==> src/rtl/dmem_pkg.sv <==
`default_nettype none
// ------------------------------------------------------------------
// dmem_pkg: shared types and lane helpers for the data-memory controller
// Rev 1.0
// ------------------------------------------------------------------
package dmem_pkg;

  typedef enum logic [1:0] {
    SZ_B = 2'b00,
    SZ_H = 2'b01,
    SZ_W = 2'b10,
    SZ_D = 2'b11
  } size_e;

  typedef enum logic [1:0] {
    IDLE = 2'd0,
    BUSY = 2'd1,
    RESP = 2'd2
  } state_e;

  // Helpers are sized for the widest supported word (64 bits, 8 lanes).
  localparam int MAX_W = 64;
  localparam int MAX_L = 8;

  function automatic logic [MAX_L-1:0] lane_mask(input size_e size, input logic [2:0] lane);
    logic [MAX_L-1:0] m;
    case (size)
      SZ_B:    m = 8'h01;
      SZ_H:    m = 8'h03;
      SZ_W:    m = 8'h0F;
      default: m = 8'hFF;
    endcase
    return m << lane;
  endfunction

  function automatic logic [MAX_W-1:0] extend(input logic [MAX_W-1:0] data, input size_e size,
                                              input logic is_unsigned);
    logic [MAX_W-1:0] r;
    case (size)
      SZ_B:    r = {{56{~is_unsigned & data[7]}},  data[7:0]};
      SZ_H:    r = {{48{~is_unsigned & data[15]}}, data[15:0]};
      SZ_W:    r = {{32{~is_unsigned & data[31]}}, data[31:0]};
      default: r = data;
    endcase
    return r;
  endfunction

endpackage
`default_nettype wire

==> src/rtl/dmem_array.sv <==
`default_nettype none
// ------------------------------------------------------------------
// dmem_array: N-bit x 2**R storage, byte-lane synchronous write, async read
// Rev 1.0
// ------------------------------------------------------------------
module dmem_array #(
  parameter int N = 32,
  parameter int R = 6
) (
  input  logic           clk,
  input  logic           we_i,
  input  logic [N/8-1:0] be_i,
  input  logic [R-1:0]   addr_i,
  input  logic [N-1:0]   wdata_i,
  output logic [N-1:0]   rdata_o
);

  localparam int L = N / 8;

  logic [N-1:0] mem_q [2**R];

  always_ff @(posedge clk) begin
    if (we_i) begin
      for (int b = 0; b < L; b++) begin
        if (be_i[b]) mem_q[addr_i][b*8 +: 8] <= wdata_i[b*8 +: 8];
      end
    end
  end

  assign rdata_o = mem_q[addr_i];

endmodule
`default_nettype wire

==> src/rtl/dmem_ctrl.sv <==
`default_nettype none
// ------------------------------------------------------------------
// dmem_ctrl: valid/ready data-memory controller with wait states and faults
// Rev 1.0
// ------------------------------------------------------------------
module dmem_ctrl
  import dmem_pkg::*;
#(
  parameter int N    = 32,
  parameter int R    = 6,
  parameter int WAIT = 1
) (
  input  logic         clk,
  input  logic         rst_n,
  input  logic         req_valid,
  output logic         req_ready,
  input  logic         req_we,
  input  logic [1:0]   req_size,
  input  logic         req_unsigned,
  input  logic [N-1:0] addr,
  input  logic [N-1:0] writedata,
  output logic         rsp_valid,
  input  logic         rsp_ready,
  output logic [N-1:0] readdata,
  output logic         fault
);

  localparam int L  = N / 8;
  localparam int OB = $clog2(L);

  state_e       state_q, state_d;
  logic [3:0]   cnt_q, cnt_d;
  logic         rdy_en_q;
  logic         we_q, uns_q;
  size_e        size_q;
  logic [N-1:0] addr_q, wdata_q;
  logic [N-1:0] rdata_q;
  logic         fault_q;

  logic         w_accept, w_enter_resp, w_commit;
  logic         w_we, w_uns;
  size_e        w_size;
  logic [N-1:0] w_addr, w_wdata;
  logic [OB-1:0] w_lane, w_align;
  logic         w_misalign, w_oor, w_badsz, w_fault;
  logic [N-1:0] w_rdword, w_load;

  assign req_ready = rdy_en_q && (state_q == IDLE);
  assign rsp_valid = (state_q == RESP);
  assign readdata  = rdata_q;
  assign fault     = fault_q;
  assign w_accept  = req_valid && req_ready;

  // With WAIT=0 the commit edge is the accept edge, so the live inputs stand in for the latches.
  assign w_we    = (state_q == IDLE) ? req_we             : we_q;
  assign w_size  = (state_q == IDLE) ? size_e'(req_size)  : size_q;
  assign w_uns   = (state_q == IDLE) ? req_unsigned       : uns_q;
  assign w_addr  = (state_q == IDLE) ? addr               : addr_q;
  assign w_wdata = (state_q == IDLE) ? writedata          : wdata_q;
  assign w_lane  = w_addr[OB-1:0];

  always_comb begin
    case (w_size)
      SZ_B:    w_align = OB'(3'd0);
      SZ_H:    w_align = OB'(3'd1);
      SZ_W:    w_align = OB'(3'd3);
      default: w_align = OB'(3'd7);
    endcase
  end

  assign w_misalign = |(w_lane & w_align);
  assign w_badsz    = (N < 64) && (w_size == SZ_D);
  assign w_fault    = w_misalign | w_oor | w_badsz;

  if (R + OB < N) begin : g_range
    assign w_oor = |w_addr[N-1:R+OB];
  end else begin : g_norange
    assign w_oor = 1'b0;
  end

  assign w_load = N'(extend(64'(w_rdword >> {w_lane, 3'b000}), w_size, w_uns));

  always_comb begin
    state_d      = state_q;
    cnt_d        = cnt_q;
    w_enter_resp = 1'b0;
    case (state_q)
      IDLE: begin
        if (w_accept) begin
          if (WAIT == 0) begin
            state_d      = RESP;
            w_enter_resp = 1'b1;
          end else begin
            state_d = BUSY;
            cnt_d   = 4'(WAIT - 1);
          end
        end
      end
      BUSY: begin
        if (cnt_q == 4'd0) begin
          state_d      = RESP;
          w_enter_resp = 1'b1;
        end else begin
          cnt_d = cnt_q - 4'd1;
        end
      end
      RESP:    if (rsp_ready) state_d = IDLE;
      default: state_d = IDLE;
    endcase
  end

  assign w_commit = rst_n && w_enter_resp;

  always_ff @(posedge clk) begin
    if (!rst_n) begin
      state_q  <= IDLE;
      cnt_q    <= 4'd0;
      rdy_en_q <= 1'b0;
      we_q     <= 1'b0;
      uns_q    <= 1'b0;
      size_q   <= SZ_B;
      addr_q   <= '0;
      wdata_q  <= '0;
      rdata_q  <= '0;
      fault_q  <= 1'b0;
    end else begin
      state_q  <= state_d;
      cnt_q    <= cnt_d;
      rdy_en_q <= 1'b1;
      if (w_accept) begin
        we_q    <= req_we;
        uns_q   <= req_unsigned;
        size_q  <= size_e'(req_size);
        addr_q  <= addr;
        wdata_q <= writedata;
      end
      if (w_enter_resp) begin
        fault_q <= w_fault;
        rdata_q <= (w_fault || w_we) ? '0 : w_load;
      end
    end
  end

  dmem_array #(
    .N(N),
    .R(R)
  ) u_array (
    .clk    (clk),
    .we_i   (w_commit && w_we && !w_fault),
    .be_i   (L'(lane_mask(w_size, 3'(w_lane)))),
    .addr_i (w_addr[R+OB-1:OB]),
    .wdata_i(w_wdata << {w_lane, 3'b000}),
    .rdata_o(w_rdword)
  );

endmodule
`default_nettype wire

==> config.mk <==
export PLATFORM = sky130hd
export DESIGN_NAME = dmem_ctrl
export DESIGN_NICKNAME = d
export VERILOG_FILES = /design/src/rtl/dmem_pkg.sv /design/src/rtl/dmem_array.sv /design/src/rtl/dmem_ctrl.sv
export SDC_FILE = /design/constraint.sdc
export NUM_CORES = 2
export LEC_CHECK = 0
export ABC_CLOCK_PERIOD_IN_PS = 5150
export BUFFER_PORTS_ARGS = -buffer_cell sky130_fd_sc_hd__buf_2
export CORE_AREA = 3 3 559 506
export CTS_BUF_LIST = sky130_fd_sc_hd__clkbuf_4
export DETAILED_ROUTE_END_ITERATION = 8
export DIE_AREA = 0 0 562 509
export PLACE_DENSITY_LB_ADDON = 0.25
export SETUP_SLACK_MARGIN = 0.2
export SYNTH_ARGS = -nofsm -noshare
export SYNTH_HDL_FRONTEND = slang
export SYNTH_SLANG_ARGS = --single-unit
==> constraint.sdc <==
create_clock -name clk -period 5.15 [get_ports clk]
set_input_delay 0.2575 -clock clk [delete_from_list [all_inputs] [get_ports clk]]
set_output_delay 0.2575 -clock clk [all_outputs]
set_load 0.01 [all_outputs]
==> impl_metrics.toml <==
[power_and_ir_drop]
power_density_nw_per_um2 = 389.9
leakage_nw = 33.60
total_power_mw = 39.35
ir_drop_uv = 251.2

[critical_path]
worstSetupEndpointType = "register"
critical_path_class = "reg2reg"
worst-r2r-cell-count = 13
reg2reg_to = "readdata[2]"
startpoint_type = "register"
path_delay_family = "compound AO/OA/AOI/OAI gates"
crit_buf_inv = 2
r2r_start = "state_q[0]"
crit_slowest_cell = "a21oi_1"
cp.arrival_ns = 6.15
crit_fanout = 43
max_stage_delay_ns = 0.76
path_cells = "buf_4, nor4bb_1, o21bai_4, nand2_4, buf_12, o22ai_1, nor2_1, a21oi_1, or4_1, nor4_1, o21bai_1, mux2i_1, o21ai_1"
required_ns = 6.37
reg2reg_slack_ns = 0.22

[clock_tree]
cts_tree = "built"
clk_pin_slew_worst_paths_ns = 0.07
cts.path.max_buffers = 4
insertion_delay_ns = 1.38
clock_sinks = 2156
cts-buffers-inserted = 575
root_buffer = "clkbuf_4"
h-tree-depth = 6

[logic_synthesis]
synthArstFlopShare = 0
netlist_area_um2 = 83120
yosys.area.top_type = "edfxtp_1"
ys_seq_elements = 2156
ys_warn_count = 0
yosys-top-cells-count = "edfxtp_1, nand2_1, o22ai_1"
synth.top_cell.area_share = 0.7399
synthCells = 5606
synth_edf_count = 2048
yosysMostFrequentCell = "edfxtp_1"
syn_avg_cell_area_um2 = 14.83
synth_seq_area_share = 0.7659
synth_ff_type = "edfxtp_1"
ys_top_cells_by_area = "edfxtp_1, o22ai_1, nand2_1"
synth_cell_types = 91
synth_nets = 5680

[sta]
slew_viol_final = 0
timing.final.ws_setup_ns = 0.2188
finalCritPeriodShare = 0.9575
final.setup.tns_ns = 0
rsz0062_at_grt = "no"
relSlewSlack = 0.1904
finalCriticalPeriod_ns = 4.931
whs_ns = 0.1536
fmaxAchievable_ghz = 0.2028
hold_viol_final = 0
worst_pin_slew_ns = 1.203
skew_ns = 0.1190
setup_viol = 0

[global_route]
grt_pass1_wl_mm = 422.0
grt_start_max_net_pins = 73
grt_pass1_vias = 56433
grt_antenna_before_repair = 15
grt_usage = 0.2026
grt-ovfl-total = 0

[die]
fp.dieW_um = 562
dieArea_um2 = 286100
core_um2 = 278100
start_util = 0.2989
dieHeight_um = 509
io_pins = 107
rows = 184

[drt]
wl_per_cell_um = 27.84
vias = 58016
ant_nets = 0
finalWirelength_mm = 299.3
drcViolationCount = 0
first_pass_iters = 8
vias_per_cell = 5.396
drt_iter0_markers = 7278

[worst_hold_path]
min_to = "readdata[7]"
hp-start = "req_we"
hold_path_class = "in2reg"
hold_depth = 6

[final_layout]
drive_gt1_frac = 0.2322
final_nets = 6737
area_delta_synth_final_pct = 21.42

[flow_run]
cap_violations = 0

[placement]
io_buffer_count = 106
place.gp.congestion = 0.8834
hpwl_mm = 182.7
preCtsSetupSlack_ns = 0.1114

[outcome]
outcome = "finished clean"
## what timing repair did
action,in CTS,in global routing
hold endpoints to repair,652,0
resized for setup,1,0
hold buffers,273,0
buffers inserted,1,0
setup endpoints to repair,16,0
## logic make-up (layout without fill, tap and decap cells)
family / count (synthesis) / count (layout) / share of synthesized area
mux: 164 / 164 / 0.02016
compound gates: 1252 / 1252 / 0.1009
other cells: 0 / 11 / 0
simple gates: 1599 / 1599 / 0.08629
buf+inv: 430 / 1844 / 0.02607
fa+ha+maj: 2 / 2 / 0.0003010
xor+xnor: 3 / 3 / 0.0003162
flops: 2156 / 2156 / 0.7659
## how the worst max path moves through the flow
stage	endpoint	startpoint	slack (ns)	cells past startpoint
6_report	readdata[2]	state_q[0]	0.22	13
2_1_floorplan	u_array.mem_q[0][10]	state_q[1]	0.18	9
3_5_place_dp	readdata[17]	state_q[0]	0.11	13
5_1_grt	readdata[0]	state_q[0]	0.25	13
3_3_place_gp	readdata[17]	state_q[1]	0.17	14
4_1_cts	readdata[0]	state_q[0]	0.36	13
## per-layer routing
layer	GRT usage	share of wire	wire length, um	up-vias
met5	0	0.00018	55	-
met4	0.06366	0.027	8118	8
met3	0.04328	0.094	28220	497
met2	0.3060	0.45	134000	3130
met1	0.2907	0.43	129000	29742
li1	-	-	-	24639
## sequential cells by signal (all words and copies together), names as in the netlist
name / flops
u_array.mem_q: 2048
addr_q: 32
readdata: 32
wdata_q: 32
cnt_q: 4
size_q: 2
state_q: 2
fault: 1
rdy_en_q: 1
uns_q: 1
we_q: 1
## layout make-up
type	instances	area, um^2
Antenna cell	11	27.53
Clock buffer	827	6208
Clock inverter	107	610.6
Fill cell	26927	177200
Inverter	9	33.78
Multi-Input combinational cell	3020	17910
Sequential cell	2156	63660
Tap cell	3720	4654
Timing Repair Buffer	901	7807
## through the flow
step,util,cell area [um^2],std cells
floorplan,-,83120,5606
global placement,0.3283,91310,9532
detailed placement,0.3283,91310,9532
CTS,0.3628,100900,10740
global route,0.3628,100900,10748
finish,0.3629,100900,10751
## worst reg2reg max path, stage by stage (launching register included)
cell and delay, ns:
dfxtp_1 0.44, buf_4 0.25, nor4bb_1 0.59, o21bai_4 0.59, nand2_4 0.53, buf_12 0.38, o22ai_1 0.30, nor2_1 0.10
a21oi_1 0.76, or4_1 0.31, nor4_1 0.09, o21bai_1 0.19, mux2i_1 0.18, o21ai_1 0.07
## cell usage in the layout, fill, tap and decap left out, types with 34 or more instances in the layout
cell type / netlist / routed
nand2_1: 736 / 725
nand3_1: 161 / 161
nor3_1: 327 / 327
dfxtp_1: 108 / 108
o22ai_1: 650 / 642
o21ai_0: 70 / 61
edfxtp_1: 2048 / 2048
nor4_1: 69 / 69
buf_12: 0 / 50
mux2i_1: 137 / 133
o221ai_1: 70 / 70
a31oi_1: 65 / 64
a32oi_1: 41 / 41
a32o_1: 34 / 34
a21oi_1: 143 / 142
clkbuf_4: 0 / 827
buf_4: 29 / 472
dlygate4sd3_1: 0 / 273
buf_2: 166 / 106
nor2_1: 199 / 189
clkinv_1: 1 / 72
## power breakdown
group	leakage, nW	switching [mW]	internal (mW)
registers	19.6	0.0337	19.7
clock network	4.13	7.06	7.66
logic	9.91	3.60	1.26
(Power assumes the default switching activity.)
